==> src/rtl/qupls_alu_issue_sched_pkg.sv <==
// rtl/qupls_alu_issue_sched_pkg.sv - ROB sizing constants, index type and scheduler pick record
package QuplsPkg;
    localparam int ROB_ENTRIES = 16;
endpackage

package cpu_types_pkg;
    typedef logic [$clog2(QuplsPkg::ROB_ENTRIES)-1:0] rob_ndx_t;
endpackage

package qupls_alu_issue_sched_pkg;
    import cpu_types_pkg::*;

    localparam int CNT_W = 32;

    typedef struct packed {
        logic     found;
        rob_ndx_t ndx;
    } pick_t;
endpackage

==> src/rtl/qupls_oldest_sel.sv <==
// rtl/qupls_oldest_sel.sv - find the set bit nearest to head walking upward with wrap
module qupls_oldest_sel #(
    parameter int N = 16,
    localparam int NW = $clog2(N)
) (
    input  logic [N-1:0]  vector,
    input  logic [NW-1:0] head,
    output logic [NW-1:0] index,
    output logic          found
);
    logic [NW-1:0] pos;

    // Scan youngest to oldest so the last hit written is the oldest; NW-bit add gives the wrap.
    always_comb begin
        index = '0;
        found = 1'b0;
        pos   = '0;
        for (int j = N - 1; j >= 0; j--) begin
            pos = head + NW'(j);
            if (vector[pos]) begin
                found = 1'b1;
                index = pos;
            end
        end
    end
endmodule

==> src/rtl/qupls_alu_issue_sched.sv <==
// rtl/qupls_alu_issue_sched.sv - age-ordered ALU issue selection from the ROB with registered issue
module qupls_alu_issue_sched
    import cpu_types_pkg::*;
    import qupls_alu_issue_sched_pkg::*;
#(
    parameter int ROB_ENTRIES = QuplsPkg::ROB_ENTRIES,
    parameter int NALU = 2
) (
    input  logic                   clk,
    input  logic                   rst,
    input  rob_ndx_t               head,
    input  logic [ROB_ENTRIES-1:0] rdy,
    input  logic [ROB_ENTRIES-1:0] alu,
    input  logic [ROB_ENTRIES-1:0] div,
    input  logic                   flush,
    input  logic [ROB_ENTRIES-1:0] flush_mask,
    input  logic [NALU-1:0]        done_v,
    input  rob_ndx_t [NALU-1:0]    done_ndx,
    input  logic [NALU-1:0]        available,
    input  logic [NALU-1:0]        idle,
    output logic [NALU-1:0]        issue,
    output rob_ndx_t [NALU-1:0]    rndx,
    output logic [NALU-1:0]        rndxv,
    output logic [CNT_W-1:0]       issue_cnt
);
    logic [ROB_ENTRIES-1:0] issued;
    logic [ROB_ENTRIES-1:0] cand;
    logic [ROB_ENTRIES-1:0] remain [NALU+1];
    logic [ROB_ENTRIES-1:0] taken  [NALU];
    logic [NALU-1:0]        pick;
    rob_ndx_t [NALU-1:0]    pick_ndx;

    logic [ROB_ENTRIES-1:0] set_mask;
    logic [ROB_ENTRIES-1:0] done_clr;
    logic [ROB_ENTRIES-1:0] issued_next;
    logic [CNT_W-1:0]       n_pick;

    assign cand      = rdy & alu & ~issued;
    assign remain[0] = cand;

    // Station k sees what earlier stations left; only station 0 may take a divide.
    for (genvar k = 0; k < NALU; k++) begin : g_station
        logic [ROB_ENTRIES-1:0] vec;
        pick_t                  sel;

        if (k == 0) begin : g_div_ok
            assign vec = remain[k];
        end else begin : g_no_div
            assign vec = remain[k] & ~div;
        end

        qupls_oldest_sel #(.N(ROB_ENTRIES)) u_oldest_sel (
            .vector (vec),
            .head   (head),
            .index  (sel.ndx),
            .found  (sel.found)
        );

        assign pick[k]       = sel.found & available[k] & idle[k] & ~flush;
        assign pick_ndx[k]   = sel.ndx;
        assign taken[k]      = pick[k] ? (ROB_ENTRIES'(1) << sel.ndx) : '0;
        assign remain[k + 1] = remain[k] & ~taken[k];
    end

    always_comb begin
        set_mask = '0;
        done_clr = '0;
        n_pick   = '0;
        for (int k = 0; k < NALU; k++) begin
            set_mask = set_mask | taken[k];
            if (done_v[k])
                done_clr[done_ndx[k]] = 1'b1;
            n_pick = n_pick + CNT_W'(pick[k]);
        end
    end

    // Set after clear so a same-cycle selection wins over a writeback of that index.
    assign issued_next = (issued & ~done_clr & ~(flush ? flush_mask : '0)) | set_mask;

    always_ff @(posedge clk) begin
        if (rst) begin
            issue     <= '0;
            rndxv     <= '0;
            rndx      <= '0;
            issued    <= '0;
            issue_cnt <= '0;
        end else begin
            issue     <= pick;
            rndxv     <= pick;
            issued    <= issued_next;
            issue_cnt <= issue_cnt + n_pick;
            for (int k = 0; k < NALU; k++) begin
                if (pick[k])
                    rndx[k] <= pick_ndx[k];
            end
        end
    end
endmodule

==> config.mk <==
export PLATFORM = sky130hd
export DESIGN_NAME = qupls_alu_issue_sched
export DESIGN_NICKNAME = d
export VERILOG_FILES = /design/src/rtl/qupls_alu_issue_sched_pkg.sv /design/src/rtl/qupls_oldest_sel.sv /design/src/rtl/qupls_alu_issue_sched.sv
export SDC_FILE = /design/constraint.sdc
export NUM_CORES = 1
export LEC_CHECK = 0
export CAP_MARGIN = 15
export CORE_ASPECT_RATIO = 0.8
export CORE_MARGIN = 2
export CORE_UTILIZATION = 50
export CTS_CLUSTER_DIAMETER = 120
export DETAILED_ROUTE_END_ITERATION = 12
export PLACE_DENSITY_LB_ADDON = 0.12
export SYNTH_ARGS = -nofsm -noshare
export SYNTH_HDL_FRONTEND = slang
export SYNTH_HIERARCHICAL = 1
export SYNTH_SLANG_ARGS = --single-unit
==> constraint.sdc <==
create_clock -name clk -period 10.7 [get_ports clk]
set_input_delay 2.675 -clock clk [delete_from_list [all_inputs] [get_ports clk]]
set_output_delay 2.675 -clock clk [all_outputs]
set_load 0.01 [all_outputs]
---- After elaboration in Yosys (flattened, before gate mapping) ----
Cells that the tools add are included.
storage, ports and cells
  memory bits (read-only) ................. 0
  output and inout bits ................... 44
  RAM bits ................................ 0
  memories kept ........................... 0
  register bits ........................... 58
  bits of input ports ..................... 85
  logic and storage cells ................. 204
  latch bits .............................. 0
operators by class
  shifts and indexed selects .............. 2
  add/sub/neg operators ................... 17
  bitwise operators ....................... 21
  divide/modulo/power cells ............... 0
  equality and inequality tests ........... 0
  multipliers ............................. 0
  $lt $le $gt $ge ......................... 20
  reduce and logical (&&, ||, !) cells .... 2
  mux-type cells .......................... 137
operators with widths
  operator                                                                              number
  1-bit binary-select mux with 4-bit select                                             32
  4-bit 2-to-1 mux                                                                      32
  16-bit bitwise AND                                                                    6
  4-bit by 5-bit less-than comparator with 1-bit output (second input constant)         18
  16-bit 2-to-1 mux                                                                     5
  16-bit NOT                                                                            5
  1-bit 2-to-1 mux                                                                      66
  16-bit bitwise OR                                                                     3
  32-bit by 2-bit adder with 32-bit output                                              1
  4-bit adder (second input constant)                                                   8
  1-bit by 4-bit left shift with 16-bit output (first input constant)                   2
  4-bit by 3-bit adder with 4-bit output (second input constant)                        4
  4-bit by 2-bit adder with 4-bit output (second input constant)                        2
  1-bit demux with 4-bit select                                                         2
  4-bit by 1-bit greater-or-equal comparator with 1-bit output (second input constant)  2
  1-bit bitwise AND                                                                     6
  4-bit by 1-bit adder with 4-bit output (second input constant)                        1
  1-bit by 1-bit adder with 2-bit output                                                1
  1-bit logical AND                                                                     2
  1-bit NOT                                                                             1

---- Logic depth before layout (Yosys ltp) ----
  depth after elaboration ................. 51
  mapped depth ............................ 35
  depth with buffers taken out ............ 27

---- Hierarchy ----
The synthesis kept the hierarchy.
modules (own cells, without submodules)
  module                 area an instance (um^2)  instances  seq. area each (um^2)  cells an instance
  qupls_oldest_sel       2,384.8                  2          0.0                    257
  qupls_alu_issue_sched  3,100.5                  1          1,161.1                391

---- Worst setup path after synthesis ----
No wires, ideal clock.
  path kind ............................... input port to flip-flop
  start point ............................. input head[1]
  end point ............................... register issue_cnt[20]
  setup time .............................. 70 ps
  data required time ...................... 10,630 ps
  cell stages on the path ................. 32
  path slack .............................. -425 ps
  data arrival time ....................... 11,054 ps
  buffers on the path ..................... 7
  cell sequence ........................... clkbuf_1 -> clkbuf_1 -> inv_1 -> ha_1 -> buf_2 -> buf_2 -> mux4_2 -> mux4_2 -> buf_2 -> nor4_1 -> nor4b_1 -> nand3_1 -> nand4b_1 -> inv_2 -> and3_1 -> clkbuf_1 -> a2111oi_0 -> mux4_2 -> mux2i_1 -> mux2i_1 -> nor4_1 -> nor4b_1 -> nand3_1 -> nand4b_1 -> inv_1 -> fa_1 -> ha_1 -> nand3_2 -> or4_1 -> buf_2 -> or4_1 -> a21oi_1
RTL lines
  what                    RTL line                     RTL
  start: declaration      qupls_alu_issue_sched.sv:11  input rob_ndx_t head,
  end signal: assignment  qupls_alu_issue_sched.sv:91  issue_cnt <= issue_cnt + n_pick;
  end: declaration        qupls_alu_issue_sched.sv:24  output logic [CNT_W-1:0] issue_cnt

==> results.py <==
metrics = {
    "synth": {
        "synthFlopType": "sky130_fd_sc_hd__dfxtp_1",
        "post_synth_instance_area_um2": 7870,
        "ranking_of_synthesized_cells_by_area": "sky130_fd_sc_hd__mux4_2 16%, sky130_fd_sc_hd__dfxtp_1 15%, sky130_fd_sc_hd__mux2i_1 7.1%, sky130_fd_sc_hd__mux2_2 5.2%, sky130_fd_sc_hd__a21oi_1 4.8%",
        "syn-instance-count": 905,
        "synth_area_leader_cell": "sky130_fd_sc_hd__mux4_2",
        "synth_sequential_area_ratio_pct": 14.75,
        "synth.distinct_cells": 75,
        "synthDominantCellAreaShare_pct": 16.03,
        "synth_async_sr_flop_share_pct": 0,
        "synth_commonest_cells": "90 x sky130_fd_sc_hd__nand2_1, 76 x sky130_fd_sc_hd__a21oi_1, 59 x sky130_fd_sc_hd__nor2_1",
        "syn-num-nets": 1006,
        "ys_ff_latch": 58,
        "post-synth-top-count-cell": "sky130_fd_sc_hd__nand2_1",
        "yosysWarnings": 6,
        "syn_avg_cell_area_um2": 8.696,
        "synth_enable_flop_cells": 0,
    },
    "sta": {
        "max_slew.worst_pin.slew_ns": 1.040,
        "finalMaxSlewViolations": 0,
        "max_clock_freq_mhz": 97.81,
        "share_of_the_clock_period_used_by_the_worst_path_after_layout_pct": 95.55,
        "timing.final.crit_period_ns": 10.22,
        "timing.clock.skew_ns": 0.005195,
        "timing.final.setup_violations": 0,
        "setup_tns_ns": 0,
        "hold_viol": 0,
        "timing.max_slew.rel_slack_pct": 30.67,
        "final_worst_slack_ns": 0.4758,
        "rsz0062_at_grt": "no",
    },
    "cells_and_area": {
        "nNetsFinal": 1144,
        "ff_latch_area_um2": 1161,
        "num-fill-cells": 1323,
        "multi_input_area_um2": 6386,
        "drive_gt1_share_pct": 20.13,
        "syn2layout_area_growth_pct": 25.20,
        "postLayoutCoreUtil_pct": 64.76,
    },
    "clocking": {
        "tritoncts": "yes",
        "cts_hold_fix_bufs": 0,
        "clkSlewWorstSetupHoldPaths_ns": 0.05,
        "cts_repair_resize_count": 0,
        "clock_insertion_delay_worst_skew_ns": 0.33,
        "cts-buffers-inserted": 9,
        "root_buffer": "sky130_fd_sc_hd__clkbuf_16",
        "clock_tree.buffer_depth": 2,
        "cts_sinks": 58,
        "cts_h_tree_depth": 3,
        "postCtsSetupRepairBufs": 0,
    },
    "setup_path": {
        "origin_of_the_critical_flop_to_flop_path": "issued[8]",
        "worst_setup_path_end_kind": "flop",
        "arrival_ns": 10.39,
        "cp_slowest_cell": "sky130_fd_sc_hd__mux4_2",
        "maximum_single_stage_delay_on_the_critical_path_ns": 0.56,
        "reg2reg_slack_ns": 2.98,
        "reg2regPathDepth": 26,
        "timing.critical_path.required_ns": 10.86,
        "path_class": "primary input to flop",
        "worstReg2RegEnd": "issue_cnt[18]",
        "critical_path.startpoint_type": "primary input",
        "critPathMaxFanout": 16,
    },
    "floorplan": {
        "floorplan.initialDensity_pct": 51.73,
        "placement_rows": 40,
        "design.die.area_um2": 16770,
        "floorplan.io_pins": 129,
        "die_height_um": 116.2,
        "core-area_um2": 15210,
        "fp.dieW_um": 144.3,
    },
    "routing": {
        "viasPerCell": 6.633,
        "detail_route.wirelength_mm": 26.62,
        "routed_wire_length_per_instance_um": 21.14,
        "detailedRoute.firstIterationViolations": 1067,
        "num_vias": 8351,
        "drt_drc_violations_left": 0,
        "count_of_antenna_violating_nets_left_after_detailed_routing": 0,
        "drt-pass1-iter-count": 5,
    },
    "power": {
        "static_leak_nw": 3.504,
        "tot_pwr_mw": 1.031,
        "max-vdd-ir-drop_mv": 0.08627,
        "pwr_density_cell_nw_per_um2": 104.6,
    },
    "hold_path": {
        "min-delay-start": "rndx[2]",
        "min_path_type": "flop to flop",
        "hold-path-cell-count": 2,
        "hold_path_end": "rndx[2]",
    },
    "run": {
        "number_of_maximum_capacitance_constraint_violations": 0,
    },
    "global_route": {
        "via_count_of_the_first_global_routing_pass": 7567,
        "grt_remaining_overflow": 0,
        "pin_count_of_the_biggest_net_entering_global_routing": 59,
        "track_usage_pct": 31.68,
        "grt_pass1_wl_mm": 41.67,
        "antenna_found_initial": 1,
    },
    "placement": {
        "globalplace.congestion": 1.024,
        "dp.final_hpwl_mm": 20.80,
        "detailedPlace.worstSlack_ns": 0.3052,
        "port_buffers": 128,
    },
    "status": {
        "outcome": "completed",
    },
}
-- state kept, by name, summed over array words and instances (netlist names) --
register   flops
issue_cnt     32
issued        16
rndx           8
rndxv          2
-- logic make-up after synthesis --
kind of cell,synth area share (%)
AOI/OAI and AO/OA,23.85
xor gates and xnor gates,4.722
adders and majority gates,2.639
buffers and inverters,4.785
DFF,14.75
muxes,30.27
and+or+nand+nor,18.98
-- per-stage QoR --
step / std cells / instance area [µm²] / hold WS [ns]
2_1_floorplan: 905 / 7924 / 0.4660
3_3_place_gp: 1242 / 9567 / 0.4445
3_5_place_dp: 1242 / 9567 / 0.4503
4_1_cts: 1258 / 9851 / 0.4560
5_1_grt: 1258 / 9851 / 0.4746
6_report: 1259 / 9853 / 0.4545
-- layout by cell type (no fill, tap or decap), types with 14 or more instances in the layout --
cell	count
sky130_fd_sc_hd__or3_1	16
sky130_fd_sc_hd__o31ai_1	22
sky130_fd_sc_hd__mux4_2	56
sky130_fd_sc_hd__nor2_1	59
sky130_fd_sc_hd__nand2_1	90
sky130_fd_sc_hd__buf_4	52
sky130_fd_sc_hd__dfxtp_1	58
sky130_fd_sc_hd__ha_1	15
sky130_fd_sc_hd__nand3_1	26
sky130_fd_sc_hd__or4_1	14
sky130_fd_sc_hd__inv_1	17
sky130_fd_sc_hd__mux2_2	36
sky130_fd_sc_hd__o21ai_0	22
sky130_fd_sc_hd__xnor2_1	16
sky130_fd_sc_hd__clkdlybuf4s50_1	123
sky130_fd_sc_hd__a21oi_1	76
sky130_fd_sc_hd__mux2i_1	56
-- critical path: cells and delay by family --
family                     cells  cell delay [ns]
AOI/OAI and AO/OA              5             1.08
adders and majority gates      2             0.69
buffers and inverters          4             0.87
muxes                          6             2.12
and+or+nand+nor               12             2.92
-- report_power, final --
group	leakage [nW]	internal [mW]	switching (mW)
clock	0.143	0.175	0.0937
sequential	0.468	0.222	0.00523
combinational	2.89	0.232	0.303
total	3.50	0.629	0.402
-- worst max path at each step --
stage / startpoint / end / slack (ns)
5_1_grt: rdy[8] / issue_cnt[18] / 0.05
4_1_cts: head[1] / issue_cnt[18] / 0.64
3_5_place_dp: head[1] / issue_cnt[18] / 0.31
6_report: alu[0] / issue_cnt[18] / 0.48
3_3_place_gp: alu[10] / issue_cnt[18] / 0.39
2_1_floorplan: head[1] / issue_cnt[20] / 0.02
-- metal layers --
metal / vias up / wire, µm / global-route usage (%)
li1: 3851 / - / -
met1: 3928 / 11610 / 47.33
met2: 530 / 11380 / 45.75
met3: 42 / 3089 / 7.011
met4: 0 / 547 / 9.515
met5: - / 0 / 0
-- final cells by class --
| class | count | area share (%) |
|---|---|---|
| clock buffers | 14 | 2.781 |
| diodes | 1 | 0.02540 |
| inverters | 24 | 0.9143 |
| multi-input cells | 769 | 64.81 |
| flip-flops and latches | 58 | 11.78 |
| well taps | 210 | 2.667 |
| clock inverters | 2 | 0.1016 |
| repair buffers | 181 | 16.91 |
(Power assumes the default switching activity.)
